### config.mk
export PLATFORM = sky130hd
export DESIGN_NAME = adaptive_filter_mode_seq
export DESIGN_NICKNAME = d
export VERILOG_FILES = /design/src/rtl/adaptive_filter_mode_seq.sv
export SDC_FILE = /design/constraint.sdc
export NUM_CORES = 1
export LEC_CHECK = 0
export ABC_AREA = 1
export CORE_MARGIN = 1.5
export CORE_UTILIZATION = 30
export CTS_CLUSTER_DIAMETER = 50
export DETAILED_ROUTE_END_ITERATION = 8
export GPL_TIMING_DRIVEN = 0
export PLACE_DENSITY = 0.73
export SYNTH_ARGS = -nofsm -noshare
export SYNTH_HDL_FRONTEND = slang
export SYNTH_SLANG_ARGS = --single-unit
### constraint.sdc
create_clock -name clk -period 1.51 [get_ports clk]
set_input_delay 0.151 -clock clk [delete_from_list [all_inputs] [get_ports clk]]
set_output_delay 0.151 -clock clk [all_outputs]
set_load 0.005 [all_outputs]
### src/rtl/adaptive_filter_mode_seq.sv
`default_nettype none
// ============================================================================
//  Module   : adaptive_filter_mode_seq
//  Purpose  : Mode-change sequencer wrapped around adaptive_filter. Stalls the
//             input, drains in-flight samples, resets the filter, and blanks
//             its settling outputs so no mixed-mode sample reaches downstream.
//  Revision : 1.0 - initial release
// ============================================================================
module adaptive_filter_mode_seq #(
    parameter int   DATA_W         = 14,
    parameter int   FLT_LATENCY    = 2,
    parameter int   RST_CYCLES     = 2,
    parameter int   SETTLE_SAMPLES = 6,
    parameter logic INIT_MODE      = 1'b0
) (
    input  logic              clk,
    input  logic              srst_n,
    input  logic [DATA_W-1:0] s_tdata,
    input  logic              s_tvalid,
    output logic              s_tready,
    input  logic              mode_req,
    input  logic              mode_req_valid,
    output logic              mode_ack,
    output logic              busy,
    output logic              cur_mode,
    output logic [DATA_W-1:0] f_tdata,
    output logic              f_tvalid,
    output logic              f_ctrl,
    output logic              f_srst,
    input  logic [DATA_W-1:0] f_m_tdata,
    input  logic              f_m_tvalid,
    output logic [DATA_W-1:0] m_tdata,
    output logic              m_tvalid
);

    // One shared phase counter, sized for the longest phase
    localparam int c_MAX_AB  = (FLT_LATENCY > RST_CYCLES) ? FLT_LATENCY : RST_CYCLES;
    localparam int c_MAX_CNT = (c_MAX_AB > SETTLE_SAMPLES) ? c_MAX_AB : SETTLE_SAMPLES;
    localparam int c_CNT_W   = $clog2(c_MAX_CNT + 1);

    localparam logic [c_CNT_W-1:0] c_DRAIN_LAST  = c_CNT_W'(FLT_LATENCY - 1);
    localparam logic [c_CNT_W-1:0] c_FLUSH_LAST  = c_CNT_W'(RST_CYCLES - 1);
    localparam logic [c_CNT_W-1:0] c_SETTLE_LAST = c_CNT_W'(SETTLE_SAMPLES - 1);

    typedef enum logic [1:0] {
        ST_RUN    = 2'd0,
        ST_DRAIN  = 2'd1,
        ST_FLUSH  = 2'd2,
        ST_SETTLE = 2'd3
    } state_t;

    state_t              r_state;
    logic [c_CNT_W-1:0]  r_cnt;
    logic                r_cur_mode;
    logic                r_pend_mode;
    logic                r_ack_en;     // set only by a real request; reset entry never acks
    logic                r_mode_ack;
    logic                r_m_tvalid;
    logic [DATA_W-1:0]   r_m_tdata;
    logic                w_s_tready;

    // Input is only accepted while the filter history is coherent with cur_mode
    assign w_s_tready = (r_state == ST_RUN) || (r_state == ST_SETTLE);

    assign s_tready = w_s_tready;
    assign f_tdata  = s_tdata;
    assign f_tvalid = s_tvalid & w_s_tready;
    assign f_ctrl   = r_cur_mode;
    // Filter reset also follows the external reset directly so it is high from the first cycle
    assign f_srst   = (r_state == ST_FLUSH) | ~srst_n;
    assign busy     = (r_state != ST_RUN);
    assign cur_mode = r_cur_mode;
    assign mode_ack = r_mode_ack;
    assign m_tvalid = r_m_tvalid;
    assign m_tdata  = r_m_tdata;

    // Sequencer FSM with registered output stage
    always_ff @(posedge clk) begin
        if (!srst_n) begin
            r_state     <= ST_FLUSH;
            r_cnt       <= '0;
            r_cur_mode  <= INIT_MODE;
            r_pend_mode <= INIT_MODE;
            r_ack_en    <= 1'b0;
            r_mode_ack  <= 1'b0;
            r_m_tvalid  <= 1'b0;
            r_m_tdata   <= '0;
        end else begin
            r_mode_ack <= 1'b0;
            r_m_tvalid <= 1'b0;

            // Outputs computed before the flush are still valid and are forwarded
            if ((r_state == ST_RUN) || (r_state == ST_DRAIN)) begin
                r_m_tvalid <= f_m_tvalid;
                if (f_m_tvalid) begin
                    r_m_tdata <= f_m_tdata;
                end
            end

            case (r_state)
                ST_RUN: begin
                    if (mode_req_valid) begin
                        if (mode_req == r_cur_mode) begin
                            r_mode_ack <= 1'b1;
                        end else begin
                            r_pend_mode <= mode_req;
                            r_ack_en    <= 1'b1;
                            r_state     <= ST_DRAIN;
                            r_cnt       <= '0;
                        end
                    end
                end

                ST_DRAIN: begin
                    if (r_cnt == c_DRAIN_LAST) begin
                        r_state    <= ST_FLUSH;
                        r_cnt      <= '0;
                        r_cur_mode <= r_pend_mode;
                    end else begin
                        r_cnt <= r_cnt + 1'b1;
                    end
                end

                ST_FLUSH: begin
                    if (r_cnt == c_FLUSH_LAST) begin
                        r_cnt <= '0;
                        if (SETTLE_SAMPLES == 0) begin
                            r_state    <= ST_RUN;
                            r_mode_ack <= r_ack_en;
                            r_ack_en   <= 1'b0;
                        end else begin
                            r_state <= ST_SETTLE;
                        end
                    end else begin
                        r_cnt <= r_cnt + 1'b1;
                    end
                end

                ST_SETTLE: begin
                    // Count filter outputs, not cycles: sparse input stretches this phase
                    if (f_m_tvalid) begin
                        if (r_cnt == c_SETTLE_LAST) begin
                            r_state    <= ST_RUN;
                            r_cnt      <= '0;
                            r_mode_ack <= r_ack_en;
                            r_ack_en   <= 1'b0;
                        end else begin
                            r_cnt <= r_cnt + 1'b1;
                        end
                    end
                end

                default: begin
                    r_state <= ST_FLUSH;
                    r_cnt   <= '0;
                end
            endcase
        end
    end

endmodule
`default_nettype wire

==> reports/results.md <==
| Metric | Reported |
|---|---|
| Result of the run | finished clean |
| Final setup violation count | 0 |
| Design Area, Final | 2010 um^2 |
| Endpoint kind of the worst setup timing path | output pin |
| Clock root buffer | clkbuf_8 |
| Main area contributors after synthesis | dfxtp_1 38%, nor2_1 12%, buf_4 10%, nand2_1 6.3%, inv_1 5.1% |
| Vias in the first global route | 1081 |
| Worst Path Arrival | 1290 ps |
| DIE WIDTH | 67.7 um |
| H-tree Lvls | 1 |
| CTS tree | built |
| Worst-Margin Slew | 336 ps |
| Detailed-route via count | 1239 |
| Detailed placer's ending HPWL | 2220 um |
| Synthesized instance count | 175 |
| Power after layout | 2.69 mW |
| Final core area utilization | 50.2% |
| Gp weighted congestion | 0.814 |
| Total detailed-routing wirelength | 2900 um |
| Die height | 67.7 um |
| Clock Pin Slew Worst Setup and Hold Paths | 90 ps |
| Overflow left after global routing | 0 |
| Syn_area_per_cell | 7.18 um^2 |
| Post-Place Cells | 280 |
| Filler-free cell count of the finished design | 288 |
| Post-route DRC violation count | 0 |
| Commonest non-fill, non-tap cells in the layout | 51 x clkdlybuf4s50_1, 41 x nor2_1, 22 x dfxtp_1 |
| Cell area after technology mapping | 1260 um^2 |
| DRC marker count from the first detailed-route iteration | 41 |
| Initial antenna violation count | 0 |
| Fraction of layout cells with a size suffix above 1 | 20.6% |
| Reported leakage power | 0.837 nW |
| Share of the clock period used by the worst path after layout | 95.7% |
| Total negative setup slack | 0 ps |
| Minimum hold slack | 479 ps |
| Number of hold-repair buffers added at the cts stage | 0 |
| Min-Delay Path Class | input pin to flop |
| Standard-cell rows | 23 |
| Average routed wire per standard cell | 10.1 um |
| Kind of launch point of the worst setup path | flop |
| Sequential cell area | 483 um^2 |
| Max-slew headroom at the worst pin | 77.6% |
| Die area | 4580 um^2 |
| Num ports | 70 |
| Count of inserted antenna diode cells | 0 |
| Number of nets produced by synthesis | 214 |
| Number of fill cells | 412 |
| Crit Path Category | flop to output pin |
| Final Hold Fails | 0 |
| Worst path required time | 1360 ps |
| Vias per cell | 4.30 |
| Worst Clk Skew | 3.21 ps |
| Insertion delay to the later sink of the worst-skew pair | 260 ps |
| Warnings from Yosys | 0 |
| Post-synthesis cell type count | 22 |
| Achievable Freq | 0.692 GHz |
| Number of storage elements in the synthesis netlist | 24 |
| All-Layer GR Usage | 12.8% |
| RSZ-0062 raised after global routing | false |
| Wire length of the first global-routing pass | 4550 um |
| Final worst path period need | 1450 ps |
| Most common cell after layout, fill and taps aside | clkdlybuf4s50_1 |
| Number of clock sinks | 24 |
| Floorplan Core Area | 4000 um^2 |
| Residual antenna-violating net count after detailed routing | 0 |
| Largest area contributor in the synthesized netlist | dfxtp_1 |
| Area of the multi-input gates | 606 um^2 |
| TritonRoute pass-1 iters | 4 |
| Longest Clk Path Bufs | 2 |
| Max cap viols | 0 |
| Area growth from synthesis to layout | 59.9% |
| Effective utilization at floorplan | 31.4% |
| VDD IR-drop max | 0.915 mV |
| Post-Place Worst Slack | -163 ps |
| Max-slew violation total from the final report | 0 |
| Portion of synthesized cell area occupied by the leading cell type | 38.2% |
| Layout net count | 278 |
| Sequential-to-total area share from yosys stat | 38.2% |
| Power density relative to cell area | 1340 nW/um^2 |
| Largest net degree at the start of global routing | 15 |
| Port bufs | 55 |
| Final critical-path setup slack | 64.6 ps |
| Peak fanout along the critical path | 5 |
| Total CTS buffers | 3 |
| Cell area after placement | 1870 um^2 |
-- cell type report --
type	count	share of cell area, %
Multi-Input combinational cell	113	30.2
Timing Repair Buffer	59	28.7
Sequential cell	24	24.0
Buffer	19	6.79
Inverter	19	3.68
Tap cell	50	3.12
Clock buffer	3	2.06
Clock inverter	1	1.50
-- cells by family after synthesis --
logic type	count (synthesis)	synth area share [%]
compound gates	26	10.7
fa+ha+maj	5	4.98
buf+inv	38	16.5
flops	24	38.2
simple gates	82	29.6
-- synth_stat cells --
cell / instances
dfxtp_1: 24
nand3b_1: 1
o21ai_2: 1
clkbuf_1: 1
nor3_1: 3
nand2_1: 21
inv_1: 17
nand2_4: 1
o21ai_1: 10
nand3_1: 4
o21ai_0: 9
buf_2: 1
a21oi_1: 6
ha_1: 5
inv_2: 2
nor2_1: 41
buf_4: 17
nand2_2: 4
nor2_2: 2
nand3_2: 3
nand4_1: 1
nor2_4: 1
-- timing repair --
| action | in CTS | in global routing |
|---|---|---|
| buffers inserted | 2 | 2 |
| gates resized for setup | 14 | 2 |
| endpoints found under the setup margin | 16 | 15 |
| pin swaps | 0 | 1 |
-- sequential cells by signal (all words and copies together) (netlist names) --
| register | flops |
|---|---|
| cur_mode | 1 |
| m_tdata | 14 |
| m_tvalid | 1 |
| mode_ack | 1 |
| r_ack_en | 1 |
| r_cnt | 3 |
| r_pend_mode | 1 |
| r_state | 2 |
-- layer usage --
layer	GRT usage, %	share of wire [%]
met2	22.3	50
met1	16.1	44
met3	3.83	6.0
met4	0.765	0.24
met5	0	0
-- critical path, stage by stage, from the launching register on --
cell and delay, ps:
dfxtp_2 380, inv_4 60, ha_4 290, inv_2 50, dlygate4sd2_1 250
-- power by group --
| part | total (mW) | internal [mW] | switching (mW) |
|---|---|---|---|
| combinational | 1.25 | 0.658 | 0.592 |
| sequential | 0.882 | 0.782 | 0.0998 |
| clock | 0.557 | 0.354 | 0.202 |
-- final timing paths --
kind,from,to,slack (ps),cells past startpoint
max reg2reg,r_state[0]$_SDFFE_PN0P_,m_tdata[3]$_SDFFE_PN0P_,110,7
min,f_m_tdata[7],m_tdata[7]$_SDFFE_PN0P_,480,3
max,r_state[1]$_SDFFE_PN1P_,s_tready,60,4
min reg2reg,m_tdata[4]$_SDFFE_PN0P_,m_tdata[4]$_SDFFE_PN0P_,490,2
(Power assumes the default switching activity.)
